$ cat config.mk
export PLATFORM = sky130hd
export DESIGN_NAME = vector_gather_scatter_ctrl
export DESIGN_NICKNAME = d
export VERILOG_FILES = /design/src/rtl/vec_mem_pkg.sv /design/src/rtl/lane_index_fifo.sv /design/src/rtl/vector_gather_scatter_ctrl.sv
export SDC_FILE = /design/constraint.sdc
export NUM_CORES = 2
export LEC_CHECK = 0
export ABC_AREA = 1
export BUFFER_PORTS_ARGS = -buffer_cell sky130_fd_sc_hd__buf_2
export CAP_MARGIN = 15
export CORE_AREA = 2 2 595 597
export DETAILED_ROUTE_END_ITERATION = 6
export DIE_AREA = 0 0 597 599
export GPL_TIMING_DRIVEN = 0
export PLACE_DENSITY = 0.38
export REMOVE_ABC_BUFFERS = 1
export SYNTH_ARGS = -nofsm -noshare
export SYNTH_HDL_FRONTEND = slang
export SYNTH_SLANG_ARGS = --single-unit
$ cat constraint.sdc
create_clock -name clk_i -period 3.8 [get_ports clk_i]
set_clock_uncertainty 0.15 [all_clocks]
set_input_delay 0.38 -clock clk_i [delete_from_list [all_inputs] [get_ports clk_i]]
set_output_delay 0.38 -clock clk_i [all_outputs]
set_load 0.01 [all_outputs]
$ cat src/rtl/vec_mem_pkg.sv
// Shared definitions for the vector gather/scatter controller.
// Holds the controller state encoding, the default parameter values, the packet
// typedefs describing vector (CPU-side) and scalar (memory-side) transfers at the
// default widths, and a small index-width helper.
package vec_mem_pkg;

  localparam int unsigned DefNumLanes      = 8;
  localparam int unsigned DefAddrW         = 32;
  localparam int unsigned DefDataW         = 64;
  localparam int unsigned DefSrcW          = 16;
  localparam int unsigned DefMaxOutstanding = 4;

  typedef enum logic [1:0] {
    StIdle,
    StIssue,
    StDrain,
    StRespond
  } gs_state_e;

  // Scalar memory request as seen on the mem_req_* bus.
  typedef struct packed {
    logic                write;
    logic [DefAddrW-1:0] addr;
    logic [DefDataW-1:0] wdata;
    logic [DefSrcW-1:0]  source;
  } mem_req_pkt_t;

  // Scalar memory read response.
  typedef struct packed {
    logic [DefDataW-1:0] data;
    logic [DefSrcW-1:0]  source;
  } mem_rsp_pkt_t;

  // Vector request as seen on the cpu_req_* bus.
  typedef struct packed {
    logic                            write;
    logic [DefNumLanes-1:0]          mask;
    logic [DefNumLanes*DefAddrW-1:0] addr;
    logic [DefNumLanes*DefDataW-1:0] wdata;
    logic [DefSrcW-1:0]              source;
  } vec_req_pkt_t;

  // Vector response as seen on the cpu_rsp_* bus.
  typedef struct packed {
    logic                            write;
    logic [DefNumLanes*DefDataW-1:0] rdata;
    logic [DefSrcW-1:0]              source;
    logic                            error;
  } vec_rsp_pkt_t;

  // Width of an index into n items; never zero so single-item configs still elaborate.
  function automatic int unsigned idx_w(input int unsigned n);
    return (n > 1) ? $clog2(n) : 1;
  endfunction

endpackage

$ cat src/rtl/lane_index_fifo.sv
// Lane-index FIFO: remembers which lane each in-flight read belongs to, so the
// in-order memory responses can be steered back into the right rdata lane.
// Ports:
//   clk_i, reset_i   clock, synchronous active-high reset (empties the FIFO)
//   push_i/push_data_i  enqueue one lane index
//   pop_i            dequeue the head entry
//   head_o           lane index at the head
// The owner guarantees no push when full and no pop when empty.
module lane_index_fifo
  import vec_mem_pkg::*;
#(
  parameter int unsigned Depth = 4,
  parameter int unsigned Width = 3
) (
  input  logic             clk_i,
  input  logic             reset_i,
  input  logic             push_i,
  input  logic [Width-1:0] push_data_i,
  input  logic             pop_i,
  output logic [Width-1:0] head_o
);

  localparam int unsigned     PtrW    = idx_w(Depth);
  localparam logic [PtrW-1:0] LastPtr = PtrW'(Depth - 1);

  logic [Width-1:0] mem_q [Depth];
  logic [PtrW-1:0]  wr_ptr_q;
  logic [PtrW-1:0]  rd_ptr_q;

  always_ff @(posedge clk_i) begin
    if (reset_i) begin
      wr_ptr_q <= '0;
      rd_ptr_q <= '0;
      for (int unsigned i = 0; i < Depth; i++) begin
        mem_q[i] <= '0;
      end
    end else begin
      if (push_i) begin
        mem_q[wr_ptr_q] <= push_data_i;
        wr_ptr_q        <= (wr_ptr_q == LastPtr) ? '0 : wr_ptr_q + 1'b1;
      end
      if (pop_i) begin
        rd_ptr_q <= (rd_ptr_q == LastPtr) ? '0 : rd_ptr_q + 1'b1;
      end
    end
  end

  assign head_o = mem_q[rd_ptr_q];

endmodule

$ cat src/rtl/vector_gather_scatter_ctrl.sv
// Vector gather/scatter controller.
// Accepts one vector request (per-lane address/data plus an active-lane mask),
// issues one scalar memory access per active lane in ascending lane order,
// collects in-order read responses into the lane they belong to, and returns a
// single vector response.
// Ports:
//   clk_i, reset_i        clock, synchronous active-high reset
//   cpu_req_*             vector request (valid/ready handshake)
//   cpu_rsp_*             vector response (valid/ready handshake, held stable)
//   mem_req_*             scalar memory request (valid/ready handshake)
//   mem_rsp_*             scalar in-order read responses, always accepted
module vector_gather_scatter_ctrl
  import vec_mem_pkg::*;
#(
  parameter int unsigned NUM_LANES       = DefNumLanes,
  parameter int unsigned ADDR_W          = DefAddrW,
  parameter int unsigned DATA_W          = DefDataW,
  parameter int unsigned SRC_W           = DefSrcW,
  parameter int unsigned MAX_OUTSTANDING = DefMaxOutstanding
) (
  input  logic                        clk_i,
  input  logic                        reset_i,
  // CPU request
  input  logic                        cpu_req_valid_i,
  output logic                        cpu_req_ready_o,
  input  logic                        cpu_req_write_i,
  input  logic [NUM_LANES-1:0]        cpu_req_mask_i,
  input  logic [NUM_LANES*ADDR_W-1:0] cpu_req_addr_i,
  input  logic [NUM_LANES*DATA_W-1:0] cpu_req_wdata_i,
  input  logic [SRC_W-1:0]            cpu_req_source_i,
  // CPU response
  output logic                        cpu_rsp_valid_o,
  input  logic                        cpu_rsp_ready_i,
  output logic                        cpu_rsp_write_o,
  output logic [NUM_LANES*DATA_W-1:0] cpu_rsp_rdata_o,
  output logic [SRC_W-1:0]            cpu_rsp_source_o,
  output logic                        cpu_rsp_error_o,
  // Memory request
  output logic                        mem_req_valid_o,
  input  logic                        mem_req_ready_i,
  output logic                        mem_req_write_o,
  output logic [ADDR_W-1:0]           mem_req_addr_o,
  output logic [DATA_W-1:0]           mem_req_wdata_o,
  output logic [SRC_W-1:0]            mem_req_source_o,
  // Memory response
  input  logic                        mem_rsp_valid_i,
  input  logic [DATA_W-1:0]           mem_rsp_data_i,
  input  logic [SRC_W-1:0]            mem_rsp_source_i
);

  localparam int unsigned     LaneW  = idx_w(NUM_LANES);
  localparam int unsigned     CntW   = $clog2(MAX_OUTSTANDING + 1);
  localparam logic [CntW-1:0] MaxOut = CntW'(MAX_OUTSTANDING);

  gs_state_e                 state_q;
  logic                      req_ready_q;
  logic                      rsp_valid_q;
  logic                      write_q;
  logic [NUM_LANES-1:0]      mask_q;
  logic [NUM_LANES*ADDR_W-1:0] addr_q;
  logic [NUM_LANES*DATA_W-1:0] wdata_q;
  logic [SRC_W-1:0]          source_q;
  logic [NUM_LANES*DATA_W-1:0] rdata_q;
  logic                      error_q;
  logic [NUM_LANES-1:0]      issued_q;
  logic [CntW-1:0]           outstanding_q;
  logic [CntW-1:0]           outstanding_d;

  logic [NUM_LANES-1:0] pending;
  logic [NUM_LANES-1:0] sel_onehot;
  logic [NUM_LANES-1:0] rest;
  logic [LaneW-1:0]     lane_sel;
  logic [LaneW-1:0]     fifo_head;
  logic                 accept;
  logic                 can_issue;
  logic                 mem_fire;
  logic                 rd_issue;
  logic                 rsp_take;
  logic                 last_issue;
  logic                 rsp_done;

  // Lanes still owed a memory access; the lowest one goes out first.
  assign pending    = mask_q & ~issued_q;
  assign sel_onehot = pending & ~(pending - NUM_LANES'(1));
  assign rest       = pending & (pending - NUM_LANES'(1));
  assign last_issue = (rest == '0);

  always_comb begin
    lane_sel = '0;
    for (int unsigned i = 0; i < NUM_LANES; i++) begin
      if (sel_onehot[i]) begin
        lane_sel = LaneW'(i);
      end
    end
  end

  // Writes are fire-and-forget, so only reads are throttled by the in-flight cap.
  assign can_issue       = write_q || (outstanding_q != MaxOut);
  assign mem_req_valid_o = (state_q == StIssue) && (|pending) && can_issue;
  assign mem_req_write_o = write_q;
  assign mem_req_addr_o  = addr_q[lane_sel*ADDR_W +: ADDR_W];
  assign mem_req_wdata_o = wdata_q[lane_sel*DATA_W +: DATA_W];
  assign mem_req_source_o = source_q;

  assign accept   = cpu_req_valid_i && req_ready_q;
  assign mem_fire = mem_req_valid_o && mem_req_ready_i;
  assign rd_issue = mem_fire && !write_q;
  // Stray responses (e.g. for reads abandoned by a reset) are dropped here.
  assign rsp_take = mem_rsp_valid_i && (outstanding_q != '0);
  assign rsp_done = rsp_valid_q && cpu_rsp_ready_i;

  always_comb begin
    outstanding_d = outstanding_q;
    if (rd_issue && !rsp_take) begin
      outstanding_d = outstanding_q + 1'b1;
    end else if (!rd_issue && rsp_take) begin
      outstanding_d = outstanding_q - 1'b1;
    end
  end

  lane_index_fifo #(
    .Depth (MAX_OUTSTANDING),
    .Width (LaneW)
  ) u_lane_fifo (
    .clk_i       (clk_i),
    .reset_i     (reset_i),
    .push_i      (rd_issue),
    .push_data_i (lane_sel),
    .pop_i       (rsp_take),
    .head_o      (fifo_head)
  );

  always_ff @(posedge clk_i) begin
    if (reset_i) begin
      state_q       <= StIdle;
      req_ready_q   <= 1'b0;
      rsp_valid_q   <= 1'b0;
      write_q       <= 1'b0;
      mask_q        <= '0;
      addr_q        <= '0;
      wdata_q       <= '0;
      source_q      <= '0;
      rdata_q       <= '0;
      error_q       <= 1'b0;
      issued_q      <= '0;
      outstanding_q <= '0;
    end else begin
      outstanding_q <= outstanding_d;

      if (rsp_take) begin
        rdata_q[fifo_head*DATA_W +: DATA_W] <= mem_rsp_data_i;
        if (mem_rsp_source_i != source_q) begin
          error_q <= 1'b1;
        end
      end

      unique case (state_q)
        StIdle: begin
          if (accept) begin
            req_ready_q <= 1'b0;
            write_q     <= cpu_req_write_i;
            mask_q      <= cpu_req_mask_i;
            addr_q      <= cpu_req_addr_i;
            wdata_q     <= cpu_req_wdata_i;
            source_q    <= cpu_req_source_i;
            rdata_q     <= '0;
            error_q     <= 1'b0;
            issued_q    <= '0;
            state_q     <= (|cpu_req_mask_i) ? StIssue : StRespond;
          end else begin
            req_ready_q <= 1'b1;
          end
        end
        StIssue: begin
          if (mem_fire) begin
            issued_q <= issued_q | sel_onehot;
            if (last_issue) begin
              state_q <= StDrain;
            end
          end
        end
        StDrain: begin
          if (outstanding_q == '0) begin
            state_q <= StRespond;
          end
        end
        StRespond: begin
          // Response flag is raised one cycle after entry so all captured data
          // has settled into the output registers before it is presented.
          if (!rsp_valid_q) begin
            rsp_valid_q <= 1'b1;
          end else if (rsp_done) begin
            rsp_valid_q <= 1'b0;
            req_ready_q <= 1'b1;
            state_q     <= StIdle;
          end
        end
        default: begin
          state_q <= StIdle;
        end
      endcase
    end
  end

  assign cpu_req_ready_o  = req_ready_q;
  assign cpu_rsp_valid_o  = rsp_valid_q;
  assign cpu_rsp_write_o  = write_q;
  assign cpu_rsp_rdata_o  = rdata_q;
  assign cpu_rsp_source_o = source_q;
  assign cpu_rsp_error_o  = error_q;

endmodule
==> run_results.csv <==
group,metric,value,unit
detailed_routing,post_drt_wl_per_cell,24.8,um
grt,grt_pass1_vias,62200,
detailed_routing,vias,64600,
yosys,netlist_area,57000,um2
grt,grt_pass1_wl,493000,um
grt,grt-busiest-layer,"met2",
power,power_switching,28.8,mW
grt,antenna_found_initial,115,
power,leakage,40.5,nW
detailed_routing,final_antenna_net_count,0,
yosys,synth-edff-count,12,
worst_hold_path,hp-class,"primary input to register",
yosys,ys_seq_area_frac,0.473,
power,p_clk_frac,0.258,
sta,maxSlewHeadroom,0.196,
critical_path,worstSetupPathType,"register to output port",
floorplanning,rows,218,
cells_and_area,fill_cells,39100,
yosys,yosys_most_used_dff,"dfxtp_1",
clock_network,cts_root_buf,"clkbuf_16",
power,powerDensity,722,nW/um2
clock_network,clk_path_buf_depth,4,
placement,dpl.hpwl,236000,um
sta,finalMaxSlewViolations,0,
clock_network,clock-sinks,1339,
cells_and_area,drive_gt1_frac,0.264,
power,p_int,38.6,mW
sta,rsz0062_at_grt,"true",
power,pwr-share-seq,0.256,
clock_network,clk_pin_slew,0.06,ns
sta,min_period,4.13,ns
cells_and_area,final_nets,11200,
detailed_routing,first_iter_violations,4297,
cells_and_area,final_cell_count_no_fill,15100,
critical_path,critPathLaunchType,"register",
sta,period_share,1.09,
floorplanning,io_pins,1525,
placement,place.gp.congestion,0.847,
yosys,yosysTopAreaCell,"dfxtp_1",
cells_and_area,syn_to_final_growth,63.9,%
placement,io_buffers,1524,
critical_path,path_max_fanout,5,
run_status,outcome,"finished, violations left",
detailed_routing,drt_first_pass_iters,7,
critical_path,r2r_cells,15,
grt,grt_usage,0.192,
sta,max_freq,242,MHz
cells_and_area,final_area,93400,um2
critical_path,end_kind,"output port",
detailed_routing,totalWireLength,374000,um
detailed_routing,via_per_inst,4.28,
cells_and_area,multiInputGateArea,26400,um2
grt,met2_usage,0.338,
grt,grt_max_degree,178,
yosys,async_flop_share,0,
sta,hold_violations,0,
power,switching_share,0.427,
floorplanning,die_area,358000,um2
yosys,synthTopCellsByCount,"dfxtp_1, nand2_1, o21ai_0, a21oi_1, inv_1",
yosys,synth_top_area_share,0.466,
yosys,post-synth-top-count-cell,"dfxtp_1",
power,p_comb_frac,0.486,
floorplanning,die_h,599,um
clock_network,cts_tree,"built",
power,ir_worst_vdd,0.514,mV
placement,place_worst_setup_slack,-2.22,ns
grt,gr-usage-met3,0.0404,
critical_path,worstPathRequired,3.27,ns
yosys,synthCells,7967,
run_status,violations,"negative setup slack",
cells_and_area,regArea,26900,um2
yosys,yosysWarnings,0,
sta,fin_ws,-0.326,ns
yosys,syn_area_per_cell,7.15,um2
critical_path,cp.arrival,3.60,ns
sta,whs,0.154,ns
run,drv_cap,0,
grt,overflow,0,
detailed_routing,drc,0,
sta,tns,-16.45,ns
floorplanning,initial_utilization,0.162,
clock_network,clk_latency,0.84,ns
sta,tightest_slew,1.20,ns
placement,dp_cells,13600,
yosys,ys_ff_latch,1339,
grt,grtUsageMet1,0.221,
yosys,synthDistinctLibCells,41,
placement,place_area,70300,um2
floorplanning,die_x,597,um
clock_network,cts_made_buffers,176,
clock_network,h-tree-depth,4,
floorplanning,design.core.area,351000,um2
sta,setup_viol,101,
yosys,synth_area_leaders,"dfxtp_1, o21ai_0, a21oi_1",
worst_hold_path,worstHoldPathCells,3,
-- worst max-delay path: stages, from the launching register on --
cell,delay [ns]
dfxtp_2,0.32
inv_2,0.04
nand2_4,0.07
nand2_4,0.07
nor2_4,0.11
nand3b_1,0.13
clkbuf_16,0.19
buf_16,0.15
buf_16,0.14
buf_12,0.12
buf_12,0.13
buf_16,0.13
buf_12,0.13
buf_12,0.14
nand4_1,0.23
nand3_4,0.22
nand2_2,0.14
nand2_4,0.09
nand2_2,0.08
buf_6,0.10
-- power groups by stage --
stage               Sequential, mW  Clock [mW]  Combinational, mW
floorplan                     16.4           0               9.25
global placement              15.9           0               17.8
detailed placement            17.6           0               22.8
CTS                           17.3        17.9               30.5
global route                  17.5        18.4               34.9
finish                        17.3        17.4               32.8
-- cell usage in the layout (no fill, tap or decap), types with 8 or more instances in the layout --
cell type / instances
dlygate4sd3_1: 882
nand3_2: 110
nor3_1: 71
nand2_4: 133
diode_2: 82
o21a_1: 12
buf_4: 109
nor3_2: 30
clkinvlp_4: 10
nand3_1: 297
o21ai_1: 54
nand2_2: 176
buf_2: 1439
bufinv_16: 9
buf_8: 22
nand3_4: 37
a21oi_1: 1028
inv_1: 909
nor2_4: 10
clkbuf_8: 46
nand2_8: 18
nand4_1: 292
buf_16: 106
o21ai_0: 1145
buf_12: 67
edfxtp_1: 12
dfxtp_1: 1317
bufbuf_16: 25
clkinv_2: 16
dfxtp_2: 10
nor2_1: 634
clkbuf_1: 47
inv_16: 8
nand2_1: 930
buf_6: 108
clkbuf_16: 211
-- sequential cells by signal, summed over array words and instances, names as in the netlist, named ones only --
register	cells
addr_q	256
cpu_req_ready_o	1
cpu_rsp_error_o	1
cpu_rsp_rdata_o	512
cpu_rsp_source_o	16
cpu_rsp_valid_o	1
cpu_rsp_write_o	1
issued_q	8
mask_q	8
outstanding_q	3
state_q	2
u_lane_fifo.mem_q	12
u_lane_fifo.rd_ptr_q	2
u_lane_fifo.wr_ptr_q	2
wdata_q	512
-- metal layers --
layer  share of wire  routed length [um]
met3           0.058               21800
met2            0.49              185000
met4           0.051               19200
met1            0.39              148000
met5         0.00096                 358
-- cell type report --
| cell class | count | area share |
|---|---|---|
| repair buffers | 2793 | 0.261 |
| diodes | 82 | 0.00220 |
| flip-flops and latches | 1339 | 0.289 |
| well taps | 4620 | 0.0619 |
| inverters | 933 | 0.0400 |
| clock inverters | 48 | 0.00708 |
| multi-input cells | 5025 | 0.283 |
| clock buffers | 269 | 0.0558 |
| repair inverters | 7 | 0.00101 |
-- final timing paths --
check,endpoint,startpoint,slack [ns]
max,mem_req_wdata_o[7],issued_q[2]$_SDFFE_PP0P_,-0.33
min reg2reg,wdata_q[148]$_SDFFE_PP0P_,wdata_q[148]$_SDFFE_PP0P_,0.30
min,wdata_q[491]$_SDFFE_PP0P_,cpu_req_wdata_i[491],0.15
max reg2reg,cpu_rsp_rdata_o[355]$_SDFF_PP0_,register,0.06
-- cells by family after synthesis --
group,count (synthesis),share of synthesized area
fa+ha+maj,12,0.00277
flops,1339,0.473
simple gates,2745,0.210
buf+inv,1613,0.114
xor+xnor,13,0.00200
compound gates,2245,0.198
-- through the flow --
step | util | total power [mW]
final | 0.266 | 67.4
after global routing | 0.266 | 70.8
after CTS | 0.257 | 65.6
after detailed placement | 0.200 | 40.4
after global placement | 0.192 | 33.7
after floorplan | - | 25.6
-- repair_timing --
action | in CTS | in global routing
pin swaps | 158 | 206
endpoints found under the setup margin | 1138 | 505
resized for setup | 605 | 453
endpoints found under the hold margin | 1112 | 1
buffers inserted | 129 | 64
gates cloned | 78 | 42
hold buffers | 881 | 1
Power figures use the tool's default switching activity.
